--- src/rtl/debounce_sync.sv ---
// Conditions one raw asynchronous board input into a debounced, clock-synchronous level
// with one-cycle rise/fall pulses: 2-flop synchronizer -> counter-qualified FSM -> edge pulses.
module debounce_sync #(
    parameter int unsigned DEBOUNCE_CYCLES = 500000,
    parameter int unsigned CNT_WIDTH       = 19
) (
    input  logic clk,
    input  logic rst,
    input  logic a,
    output logic o,
    output logic rise,
    output logic fall,
    output logic busy
);

    // state       | meaning
    // STABLE_LOW  | accepted level 0, no change pending
    // WAIT_HIGH   | a_sync went 1, counting stable samples before accepting 1
    // STABLE_HIGH | accepted level 1, no change pending
    // WAIT_LOW    | a_sync went 0, counting stable samples before accepting 0
    typedef enum logic [1:0] {
        STABLE_LOW  = 2'b00,
        WAIT_HIGH   = 2'b01,
        STABLE_HIGH = 2'b11,
        WAIT_LOW    = 2'b10
    } state_t;

    localparam logic [CNT_WIDTH-1:0] CNT_LAST = CNT_WIDTH'(DEBOUNCE_CYCLES - 1);
    localparam logic [CNT_WIDTH-1:0] CNT_ONE  = CNT_WIDTH'(1);

    logic                 a_meta_q;
    logic                 a_sync_q;
    state_t               state_q, state_d;
    logic [CNT_WIDTH-1:0] cnt_q, cnt_d;
    logic                 rise_q, rise_d;
    logic                 fall_q, fall_d;

    // Only a_sync_q may be used past this point; a_meta_q can be metastable.
    always_ff @(posedge clk) begin
        if (rst) begin
            a_meta_q <= 1'b0;
            a_sync_q <= 1'b0;
        end else begin
            a_meta_q <= a;
            a_sync_q <= a_meta_q;
        end
    end

    always_ff @(posedge clk) begin
        if (rst) begin
            state_q <= STABLE_LOW;
            cnt_q   <= '0;
            rise_q  <= 1'b0;
            fall_q  <= 1'b0;
        end else begin
            state_q <= state_d;
            cnt_q   <= cnt_d;
            rise_q  <= rise_d;
            fall_q  <= fall_d;
        end
    end

    always_comb begin
        state_d = state_q;
        cnt_d   = cnt_q;
        rise_d  = 1'b0;
        fall_d  = 1'b0;
        case (state_q)
            STABLE_LOW: begin
                if (a_sync_q) begin
                    state_d = WAIT_HIGH;
                    cnt_d   = CNT_ONE;
                end else begin
                    cnt_d   = '0;
                end
            end
            WAIT_HIGH: begin
                if (!a_sync_q) begin
                    state_d = STABLE_LOW;
                    cnt_d   = '0;
                end else if (cnt_q == CNT_LAST) begin
                    state_d = STABLE_HIGH;
                    cnt_d   = '0;
                    rise_d  = 1'b1;
                end else begin
                    cnt_d   = cnt_q + CNT_ONE;
                end
            end
            STABLE_HIGH: begin
                if (!a_sync_q) begin
                    state_d = WAIT_LOW;
                    cnt_d   = CNT_ONE;
                end else begin
                    cnt_d   = '0;
                end
            end
            WAIT_LOW: begin
                if (a_sync_q) begin
                    state_d = STABLE_HIGH;
                    cnt_d   = '0;
                end else if (cnt_q == CNT_LAST) begin
                    state_d = STABLE_LOW;
                    cnt_d   = '0;
                    fall_d  = 1'b1;
                end else begin
                    cnt_d   = cnt_q + CNT_ONE;
                end
            end
            default: begin
                state_d = STABLE_LOW;
                cnt_d   = '0;
            end
        endcase
    end

    assign o    = (state_q == STABLE_HIGH) || (state_q == WAIT_LOW);
    assign busy = (state_q == WAIT_HIGH)   || (state_q == WAIT_LOW);
    assign rise = rise_q;
    assign fall = fall_q;

`ifndef SYNTHESIS
    a_no_double_pulse : assert property (@(posedge clk) disable iff (rst) !(rise_q && fall_q));
    a_cnt_bounded     : assert property (@(posedge clk) disable iff (rst) cnt_q <= CNT_LAST);
`endif

endmodule
--- config.mk ---
export PLATFORM = sky130hd
export DESIGN_NAME = debounce_sync
export DESIGN_NICKNAME = d
export VERILOG_FILES = /design/src/rtl/debounce_sync.sv
export SDC_FILE = /design/constraint.sdc
export NUM_CORES = 1
export LEC_CHECK = 0
export CAP_MARGIN = 20
export CORE_UTILIZATION = 50
export DETAILED_ROUTE_END_ITERATION = 10
export PLACE_DENSITY = 0.71
export SETUP_SLACK_MARGIN = 0.15
export SLEW_MARGIN = 20
export SYNTH_ARGS = -nofsm -noshare
export SYNTH_HDL_FRONTEND = slang
export SYNTH_SLANG_ARGS = --single-unit
export TNS_END_PERCENT = 5
--- constraint.sdc ---
create_clock -name clk -period 1.73 [get_ports clk]
set_clock_uncertainty 0.15 [all_clocks]
set_input_delay 0.173 -clock clk [delete_from_list [all_inputs] [get_ports clk]]
set_output_delay 0.173 -clock clk [all_outputs]
set_load 0.05 [all_outputs]
==> results by group <==
Synth
  – YS warnings: 0
  – Area leader, netlist: dfxtp_1
  – Post-synthesis xor/xnor area fraction: 9.939%
  – Mux contribution to synthesized area: 1.623%
  – Count leader, synth: dfxtp_1
  – Synth top area cells: dfxtp_1 (41%), xnor2_1 (7.8%), nor2_1 (6.1%)
  – Yosys top cell area share: 40.57%
  – Syn Std Cell Area: 1234 sq um
  – Most used DFF post-synth: dfxtp_1
  – Yosys cell types: 32
  – Compound-Gate Fraction of Synth Area: 8.925%
  – Fraction of the mapped netlist area in adder cells: 5.071%
  – Post-synthesis sequential area ratio: 40.57%
  – Area share of and/or/nand/nor cells after synthesis: 29.92%
  – Fraction of registers with async set/reset: 0%
  – Synth cell count leaders: dfxtp_1 (25), nor2_1 (20), xnor2_1 (11), inv_1 (9), nand2_1 (9)
  – Yosys reg bits: 25
  – Gate Count Post-Synth: 142
  – Syn_area_per_cell: 8.688 sq um
  – Number of synthesized flops with an enable pin: 0
  – Syn_nets: 150
  – Largest family of logic cells by synthesized area: simple AND/OR/NAND/NOR gates

Job
  – Max-cap violations: 0

Clock tree
  – Clk Tree Root Cell: clkbuf_4
  – Clock sink count: 25
  – Clock buffer depth: 2
  – TritonCTS clock tree: built
  – CTS Buf Count: 3
  – Clock transition at the registers of the reported paths: 0.13 ns
  – Clk Latency, worst-skew pair: 0.31 ns
  – Cts hold-fix bufs: 0
  – Max H-tree Level: 1

Timing
  – Endpoints failing setup: 4
  – Post-layout min period: 1.789 ns
  – RSZ-0062 raised after global routing: true
  – Pins Over Slew Limit: 0
  – Fin crit share: 103.4%
  – Worst-margin pin slew: 0.3610 ns
  – Setup tns final: -0.1579 ns
  – Hold WS: 0.2530 ns
  – Relative slew slack: 75.71%
  – Maximum clock frequency: 558.9 MHz
  – Final hold violation count: 0
  – Worst Slack Setup Final: -0.05909 ns

Worst hold path
  – Hold depth: 2
  – Worst Hold Class: in -> reg
  – Hold worst-path end: a_meta_q$_SDFF_PP0_
  – Worst Hold Launch: a

Global routing
  – GR Overflow Total: 0
  – Vias in the first global route: 1,056
  – Tot GR Track Use: 23.26%
  – First-pass GRT wire length: 4.581 mm
  – Antenna violations before repair: 0
  – Pin count of the biggest net entering global routing: 19

Critical path
  – WP data arrival: 1.89 ns
  – FF-to-FF Start: cnt_q[0]$_SDFF_PP0_
  – Crit path from: cnt_q[0]$_SDFF_PP0_
  – Worst R2R End: cnt_q[16]$_SDFF_PP0_
  – Reg2reg path depth: 5
  – Setup crit end kind: flip-flop
  – Slowest-stage cell, CP: or4_4
  – Critical path launch point type: flip-flop
  – Worst path cell trace: ha_4, nand4_4, or4_4, or3_1, a21oi_1
  – Buf+Inv Stages, Crit Path: 0
  – Worst Path Max Fanout: 4
  – Crit Path Class: reg -> reg
  – Top cell family by delay on the critical path: simple AND/OR/NAND/NOR gates
  – CP max stage delay: 0.51 ns
  – Worst Path Required: 1.83 ns
  – Reg2reg setup slack: -0.06 ns

Power and ir drop
  – Tot Pwr: 1.111 mW
  – Peak supply drop: 0.5295 mV
  – Leakage power: 0.5942 nW
  – Power Density: 665.8 nW/um^2

Floorplanning
  – Die ar.: 2670 sq um
  – Core area: 2276 sq um
  – Die Y: 51.67 microns
  – Die width: 51.67 microns
  – Starting density of the core: 54.21%
  – I/O pin cnt: 7
  – # rows: 17

Finish
  – Nets: 184
  – Reg area: 515.5 sq um
  – Layout area overhead: 35.29%
  – Multi-input gate area: 784.5 sq um
  – Fill cells: 164
  – Finished Layout Cells: 203
  – Antenna Cells: 0
  – Layout Utilization: 73.34%
  – Layout cells sized above 1: 37.14%
  – Post-route cell area: 1669 sq um

Outcome
  – Failing checks: negative setup slack
  – Status: finished, violations left

Placement
  – Number of I/O port buffers: 6
  – Placed Cells: 196
  – DP Worst Slack: -0.09964 ns
  – Post-DP HPWL: 1.971 mm
  – RD Place Congestion: 0.8739
  – Placed Instance Area: 1540 sq um

Detailed routing
  – Via count: 1,119
  – DR WL/cell: 14.10 microns
  – Post-route ant nets: 0
  – Vias/cell: 5.512
  – Initial DRC count: 22
  – Pre-antenna DRT Iters: 4
  – DRC errors left: 0
  – DRT Wirelength: 2.862 mm
==> flip-flops by register name (all words and copies together), names as in the netlist <==
register,cells
a_sync_q,1
rise,1
state_q,2
a_meta_q,1
cnt_q,19
fall,1
==> cells by family after synthesis <==
group | count (synthesis)
and+or+nand+nor | 67
DFF | 25
AOI/OAI and AO/OA | 17
xor gates and xnor gates | 14
buffers and inverters | 12
adders and majority gates | 5
muxes | 2
==> final cells by class <==
class,count,share of cell area (%)
clock buffers,4,1.574
inverters,9,2.024
multi-input cells,105,47.00
flip-flops and latches,25,30.88
well taps,28,2.099
repair buffers,32,16.42
==> layer usage <==
layer / track usage [%] / share of wire [%] / up-vias
met4: 10.81 / 1.9 / 0
met3: 2.924 / 2.6 / 10
met5: 0 / 0 / -
met2: 40.48 / 51 / 27
li1: - / - / 562
met1: 28.21 / 45 / 520
==> timing repair <==
action                     in CTS  in global routing
pin swaps                       4                  2
gates resized for setup        14                 10
cloned                          0                  0
setup endpoints to repair      25                 25
buffers inserted                3                  0
==> report_power, final <==
part	leakage, nW	internal, mW	switching [mW]	total (mW)
clock	0.0150	0.0900	0.165	0.255
combinational	0.372	0.125	0.120	0.245
sequential	0.207	0.595	0.0167	0.612
total	0.594	0.810	0.301	1.11
==> layout by cell type (no fill, tap or decap), types with 2 or more instances in the layout <==
master and count:
a21oi_1 4, buf_12 2, buf_4 27, clkbuf_4 3, clkdlybuf4s50_1 2, dfxtp_1 15
dfxtp_2 9, ha_2 3, inv_1 9, mux2i_1 2, nand2_1 8, nand3_1 6
nand4_1 5, nor2_1 20, nor2b_1 5, nor3_1 3, nor4_1 3, nor4_4 2
nor4b_2 2, o21ai_0 5, or2_2 2, xnor2_1 11, xor2_1 3
==> worst max-delay path by stage <==
stage,endpoint,cells after the start
after floorplan,cnt_q[16]$_SDFF_PP0_,5
after global placement,state_q[1]$_SDFFE_PP0P_,4
after detailed placement,state_q[0]$_SDFFE_PP0P_,7
after CTS,cnt_q[16]$_SDFF_PP0_,5
after global routing,cnt_q[16]$_SDFF_PP0_,4
final,cnt_q[16]$_SDFF_PP0_,5
No activity file was read; power rests on OpenSTA's default activity.
